`config.mk`:
```
export PLATFORM = sky130hd
export DESIGN_NAME = bg_noise_estimator
export DESIGN_NICKNAME = d
export VERILOG_FILES = /design/src/rtl/bg_noise_estimator_pkg.sv /design/src/rtl/bg_noise_lane_acc.sv /design/src/rtl/bg_noise_estimator.sv
export SDC_FILE = /design/constraint.sdc
export NUM_CORES = 1
export LEC_CHECK = 0
export BUFFER_PORTS_ARGS = -buffer_cell sky130_fd_sc_hd__clkbuf_2
export CAP_MARGIN = 5
export CORE_MARGIN = 3
export CORE_UTILIZATION = 30
export CTS_CLUSTER_SIZE = 40
export DETAILED_ROUTE_END_ITERATION = 6
export HOLD_SLACK_MARGIN = 0.03
export PLACE_DENSITY = 0.6
export SETUP_SLACK_MARGIN = 0.1
export SYNTH_ARGS = -nofsm -noshare
export SYNTH_HDL_FRONTEND = slang
export SYNTH_SLANG_ARGS = --single-unit
```
`constraint.sdc`:
```
create_clock -name clk -period 17.2 [get_ports clk]
set_clock_uncertainty 0.15 [all_clocks]
set_input_delay 3.44 -clock clk [delete_from_list [all_inputs] [get_ports clk]]
set_output_delay 3.44 -clock clk [all_outputs]
set_load 0.01 [all_outputs]
```
`src/rtl/bg_noise_estimator_pkg.sv`:
```
// Shared types and widths for the background-noise estimator and its per-lane accumulators.
package bg_noise_estimator_pkg;

    localparam int unsigned LANES    = 16;
    localparam int unsigned SAMPLE_W = 8;
    localparam int unsigned NOISE_W  = 16;
    localparam int unsigned ACC_W    = 16;
    localparam int unsigned DATA_W   = LANES * SAMPLE_W;
    localparam int unsigned BUS_W    = LANES * NOISE_W;

    typedef enum logic {
        ST_IDLE  = 1'b0,
        ST_ACCUM = 1'b1
    } bgn_state_e;

    // Lane i of each vector occupies the i-th slice from the LSB end.
    typedef logic [LANES-1:0][SAMPLE_W-1:0] period_vec_t;
    typedef logic [LANES-1:0][NOISE_W-1:0]  noise_vec_t;

    function automatic logic [ACC_W-1:0] sext_sample(input logic [SAMPLE_W-1:0] s);
        return {{(ACC_W - SAMPLE_W){s[SAMPLE_W-1]}}, s};
    endfunction

endpackage

```
`src/rtl/bg_noise_lane_acc.sv`:
```
// One lane's signed period accumulator; mean_c is the floor mean including the sample on the input.
module bg_noise_lane_acc
    import bg_noise_estimator_pkg::*;
#(
    parameter int unsigned LOG2_PERIODS = 4
) (
    input  logic                clk,
    input  logic                rst,
    input  logic                clr,
    input  logic                add,
    input  logic [SAMPLE_W-1:0] sample,
    output logic [NOISE_W-1:0]  mean_c
);

    logic signed [ACC_W-1:0] acc_q;
    logic signed [ACC_W-1:0] acc_d;
    logic signed [ACC_W-1:0] sum_c;

    // 16-bit sum is exact for up to 256 beats of 8-bit samples, so no saturation.
    always_comb begin
        sum_c  = acc_q + $signed(sext_sample(sample));
        acc_d  = acc_q;
        if (clr) begin
            acc_d = '0;
        end else if (add) begin
            acc_d = sum_c;
        end
        mean_c = NOISE_W'(sum_c >>> LOG2_PERIODS);
    end

    always_ff @(posedge clk or posedge rst) begin
        if (rst) begin
            acc_q <= '0;
        end else begin
            acc_q <= acc_d;
        end
    end

endmodule

```
`src/rtl/bg_noise_estimator.sv`:
```
// Averages 2^LOG2_PERIODS noise-only period vectors per lane and publishes the means as bg_noise.
module bg_noise_estimator
    import bg_noise_estimator_pkg::*;
#(
    parameter int unsigned LOG2_PERIODS = 4
) (
    input  logic              clk,
    input  logic              rst,
    input  logic              start,
    input  logic              period_valid,
    input  logic [DATA_W-1:0] period_data,
    output logic              busy,
    output logic [BUS_W-1:0]  bg_noise,
    output logic              noise_update,
    output logic              noise_valid
);

    localparam int unsigned CNT_W     = LOG2_PERIODS + 1;
    localparam int unsigned LAST_BEAT = (1 << LOG2_PERIODS) - 1;

    bgn_state_e       state_q;
    bgn_state_e       state_d;
    logic [CNT_W-1:0] cnt_q;
    logic [CNT_W-1:0] cnt_d;
    logic             busy_q;
    logic             busy_d;
    logic             update_q;
    logic             update_d;
    logic             valid_q;
    logic             valid_d;
    noise_vec_t       bg_q;
    noise_vec_t       bg_d;

    logic             clr_c;
    logic             add_c;
    period_vec_t      samples_c;
    noise_vec_t       mean_c;

    assign samples_c = period_data;

    for (genvar i = 0; i < int'(LANES); i++) begin : g_lane
        bg_noise_lane_acc #(
            .LOG2_PERIODS (LOG2_PERIODS)
        ) u_acc (
            .clk    (clk),
            .rst    (rst),
            .clr    (clr_c),
            .add    (add_c),
            .sample (samples_c[i]),
            .mean_c (mean_c[i])
        );
    end

    // Next-state, beat counting and publish of the final means.
    always_comb begin
        state_d  = state_q;
        cnt_d    = cnt_q;
        bg_d     = bg_q;
        valid_d  = valid_q;
        update_d = 1'b0;
        clr_c    = 1'b0;
        add_c    = 1'b0;

        case (state_q)
            ST_IDLE: begin
                if (start) begin
                    clr_c   = 1'b1;
                    cnt_d   = '0;
                    state_d = ST_ACCUM;
                end
            end
            ST_ACCUM: begin
                if (period_valid) begin
                    add_c = 1'b1;
                    cnt_d = cnt_q + CNT_W'(1);
                    if (cnt_q == CNT_W'(LAST_BEAT)) begin
                        bg_d     = mean_c;
                        update_d = 1'b1;
                        valid_d  = 1'b1;
                        state_d  = ST_IDLE;
                    end
                end
            end
            default: begin
                state_d = ST_IDLE;
            end
        endcase

        busy_d = (state_d == ST_ACCUM);
    end

    always_ff @(posedge clk or posedge rst) begin
        if (rst) begin
            state_q  <= ST_IDLE;
            cnt_q    <= '0;
            busy_q   <= 1'b0;
            update_q <= 1'b0;
            valid_q  <= 1'b0;
            bg_q     <= '0;
        end else begin
            state_q  <= state_d;
            cnt_q    <= cnt_d;
            busy_q   <= busy_d;
            update_q <= update_d;
            valid_q  <= valid_d;
            bg_q     <= bg_d;
        end
    end

    assign busy         = busy_q;
    assign noise_update = update_q;
    assign noise_valid  = valid_q;
    assign bg_noise     = bg_q;

endmodule

```
==> impl_metrics.csv <==
group,metric,value,unit
min_path,hold_class,"flip-flop to flip-flop",
pwr,power.density_cell_area,178,nW/µm²
logic_synthesis,seq_area_frac_synth,0.403,
place,globalplace.congestion,0.810,
floorplanning,die_h,313,µm
setup_path,worstPathMaxFanout,76,
grt,grt_pass1_vias,22822,
detailed_routing,dr.first_iter.drc_count,1040,
grt,grt_start_max_net_pins,102,
logic_synthesis,synth.ff_latch_count,456,
logic_synthesis,synth_top_cells_by_count,"482 x nand2_1, 456 x dfrtp_1, 431 x o21ai_0, 242 x ha_1, 134 x a21oi_1",
logic_synthesis,synth_largest_type_area_fraction,0.403,
grt,all_layer_gr_usage,0.155,
final_layout,fillerInstances,9619,
grt,antenna_violations_before_repair,3,
logic_synthesis,post_synth_inst_count,3128,
grt,global_route_wire_length_before_repair,125,mm
clocking,cts.hold.buffers_added,0,
logic_synthesis,yosys-top-cells-area,"dfrtp_1 40%, ha_1 11%, o21ai_0 7.6%",
final_layout,layout-drive-gt1-share,0.161,
final_layout,design_area,33100,µm²
place,place_hpwl,54.5,mm
floorplanning,fp.dieW,313,µm
logic_synthesis,syn-mean-instance-area,9.06,µm²
floorplanning,total_number_of_placement_rows,112,
detailed_routing,detail_route.vias_per_cell,4.95,
final_layout,post-route-util,0.354,
place,post_dp_cell_area,31100,µm²
detailed_routing,ant_nets,0,
logic_synthesis,synth.lib_cells_used.distinct,87,
detailed_routing,iteration_count_of_the_initial_detailed_routing_pass,5,
timing,layout_min_cycle_time,6.52,ns
setup_path,cp_endpoint_kind,"flip-flop",
logic_synthesis,synthesis.yosys.warnings,0,
clocking,cts_tree,"yes",
final_layout,syn2layout_area_growth,16.7,%
clocking,clock_sink_count,456,
setup_path,critical_path_arrival,6.92,ns
timing,layout_setup_ws,10.68,ns
pwr,peakVddDrop,97.4,µV
place,port_buffers,390,
detailed_routing,vias,23357,
clocking,postCtsResizedCells,0,
detailed_routing,routed_wl,77.0,mm
floorplanning,core_area,93500,µm²
clocking,post_cts.repair.setup_buffers,0,
timing,post-route-period-util,0.379,
logic_synthesis,ys_flop_type,"dfrtp_1",
floorplanning,die_area,98200,µm²
logic_synthesis,synth_enable_flop_cells,0,
logic_synthesis,synthesis.nets,3518,
clocking,ctsRootBufferMaster,"clkbuf_16",
logic_synthesis,post_synth_instance_area,28300,µm²
logic_synthesis,ys_async_sr_fraction,1.00,
timing,timing_max_transition_violations_final,0,
detailed_routing,remaining_drc_errors,0,
timing,timing_hold_violations_final,0,
final_layout,nets,3806,
timing,timing.max_slew.rel_slack,0.299,
timing,max_freq,0.153,GHz
floorplanning,initial_utilization,0.303,
logic_synthesis,synthMostInstantiatedCell,"nand2_1",
place,place_worst_setup_slack,9.94,ns
setup_path,critical_setup_path_kind,"primary input to flip-flop",
outcome,run_status,"finished, final reports clean",
timing,fin_tns_setup,0,ns
clocking,htreeDepth,2,
setup_path,critical_path_required,17.61,ns
grt,globalRoute.totalOverflow,0,
detailed_routing,route.detailed.wl_per_inst,16.3,µm
pwr,power.static_leakage,15.7,nW
timing,grt_setup_unrepaired,"false",
clocking,clkTransAtPathRegs,0.06,ns
clocking,cts_inserted_buffers,57,
logic_synthesis,post-synth-top-area-cell,"dfrtp_1",
timing,setup-violations-final,0,
run,max-cap-violations,0,
setup_path,setup.worst_path.start_class,"primary input",
clocking,insertion_delay,0.64,ns
timing,worst_pin_slew,1.05,ns
floorplanning,total_i_o_pin_count,391,
clocking,clock_path_buffers,3,
## final timing paths
| check | from | to | slack [ns] | cells past startpoint |
|---|---|---|---|---|
| worst min-delay path | bg_noise[83] | bg_noise[83] | 0.32 | 2 |
| worst max register to register | busy | g_lane[14].u_acc.acc_q[14] | 13.13 | 7 |
| min in group asynchronous | rst | g_lane[9].u_acc.acc_q[2] | 2.78 | 2 |
| worst min register to register | bg_noise[83] | bg_noise[83] | 0.32 | 2 |
| worst max-delay path | period_valid | g_lane[14].u_acc.acc_q[14] | 10.68 | 8 |
| max in group asynchronous | rst | g_lane[2].u_acc.acc_q[7] | 11.21 | 5 |
## worst max-delay path, cell delays in order
cell	delay, ns
clkbuf_2	0.14
and2_4	0.28
buf_4	0.37
nor2_4	0.59
buf_4	0.67
buf_4	0.81
a221oi_1	0.23
nand3_1	0.14
## flip-flops by register name (all words and copies together), names as in the netlist
signal,flops
bg_noise,192
busy,1
cnt_q,5
g_lane.u_acc.acc_q,256
noise_update,1
noise_valid,1
## metal layers
metal	global-route usage	vias to the layer above	part of all wire
met5	0	-	0.00014
li1	-	11708	-
met1	0.205	11083	0.46
met4	0.0473	2	0.026
met3	0.0334	109	0.056
met2	0.255	455	0.45
## logic make-up after synthesis
logic type      synth area share
compound gates             0.205
simple gates               0.154
flops                      0.403
buf+inv                   0.0495
fa+ha+maj                  0.118
xor+xnor                  0.0656
mux                      0.00543
## cell usage in the layout, fill, tap and decap left out, types with 25 or more instances in the layout
| cell | instances |
|---|---|
| a21o_1 | 55 |
| a21oi_1 | 134 |
| a22o_1 | 30 |
| clkbuf_16 | 58 |
| clkbuf_2 | 390 |
| dfrtp_1 | 456 |
| ha_1 | 242 |
| inv_1 | 124 |
| nand2_1 | 480 |
| nand2b_1 | 25 |
| nand3_1 | 56 |
| nor2_1 | 117 |
| nor2b_1 | 36 |
| nor3_1 | 67 |
| o21ai_0 | 431 |
| o31ai_1 | 27 |
| or3_1 | 28 |
| xnor2_1 | 106 |
| xor2_1 | 94 |
## cell type report
| cell class | count | area (µm²) | share of cell area |
|---|---|---|---|
| multi-input combinational | 2366 | 15500 | 0.470 |
| sequential | 456 | 11400 | 0.345 |
| timing repair buffer | 409 | 2090 | 0.0633 |
| clock buffer | 77 | 1620 | 0.0491 |
| tap | 1254 | 1570 | 0.0474 |
| inverter | 126 | 480 | 0.0145 |
| clock inverter | 25 | 340 | 0.0103 |
| antenna | 2 | 5.00 | 0.000151 |
## where the power goes
group | internal (mW) | total, mW | switching (mW)
logic | 1.23 | 2.91 | 1.68
clock network | 0.764 | 1.27 | 0.505
registers | 1.46 | 1.70 | 0.241
## through the flow
step	power, mW	cells	hold slack (ns)
after CTS	5.95	4713	0.324
after floorplan	3.93	3128	0.303
after detailed placement	4.63	4611	0.302
final	5.88	4715	0.325
after global placement	4.58	4611	0.301
after global routing	6.43	4714	0.346
No activity file was read; power rests on OpenSTA's default activity.
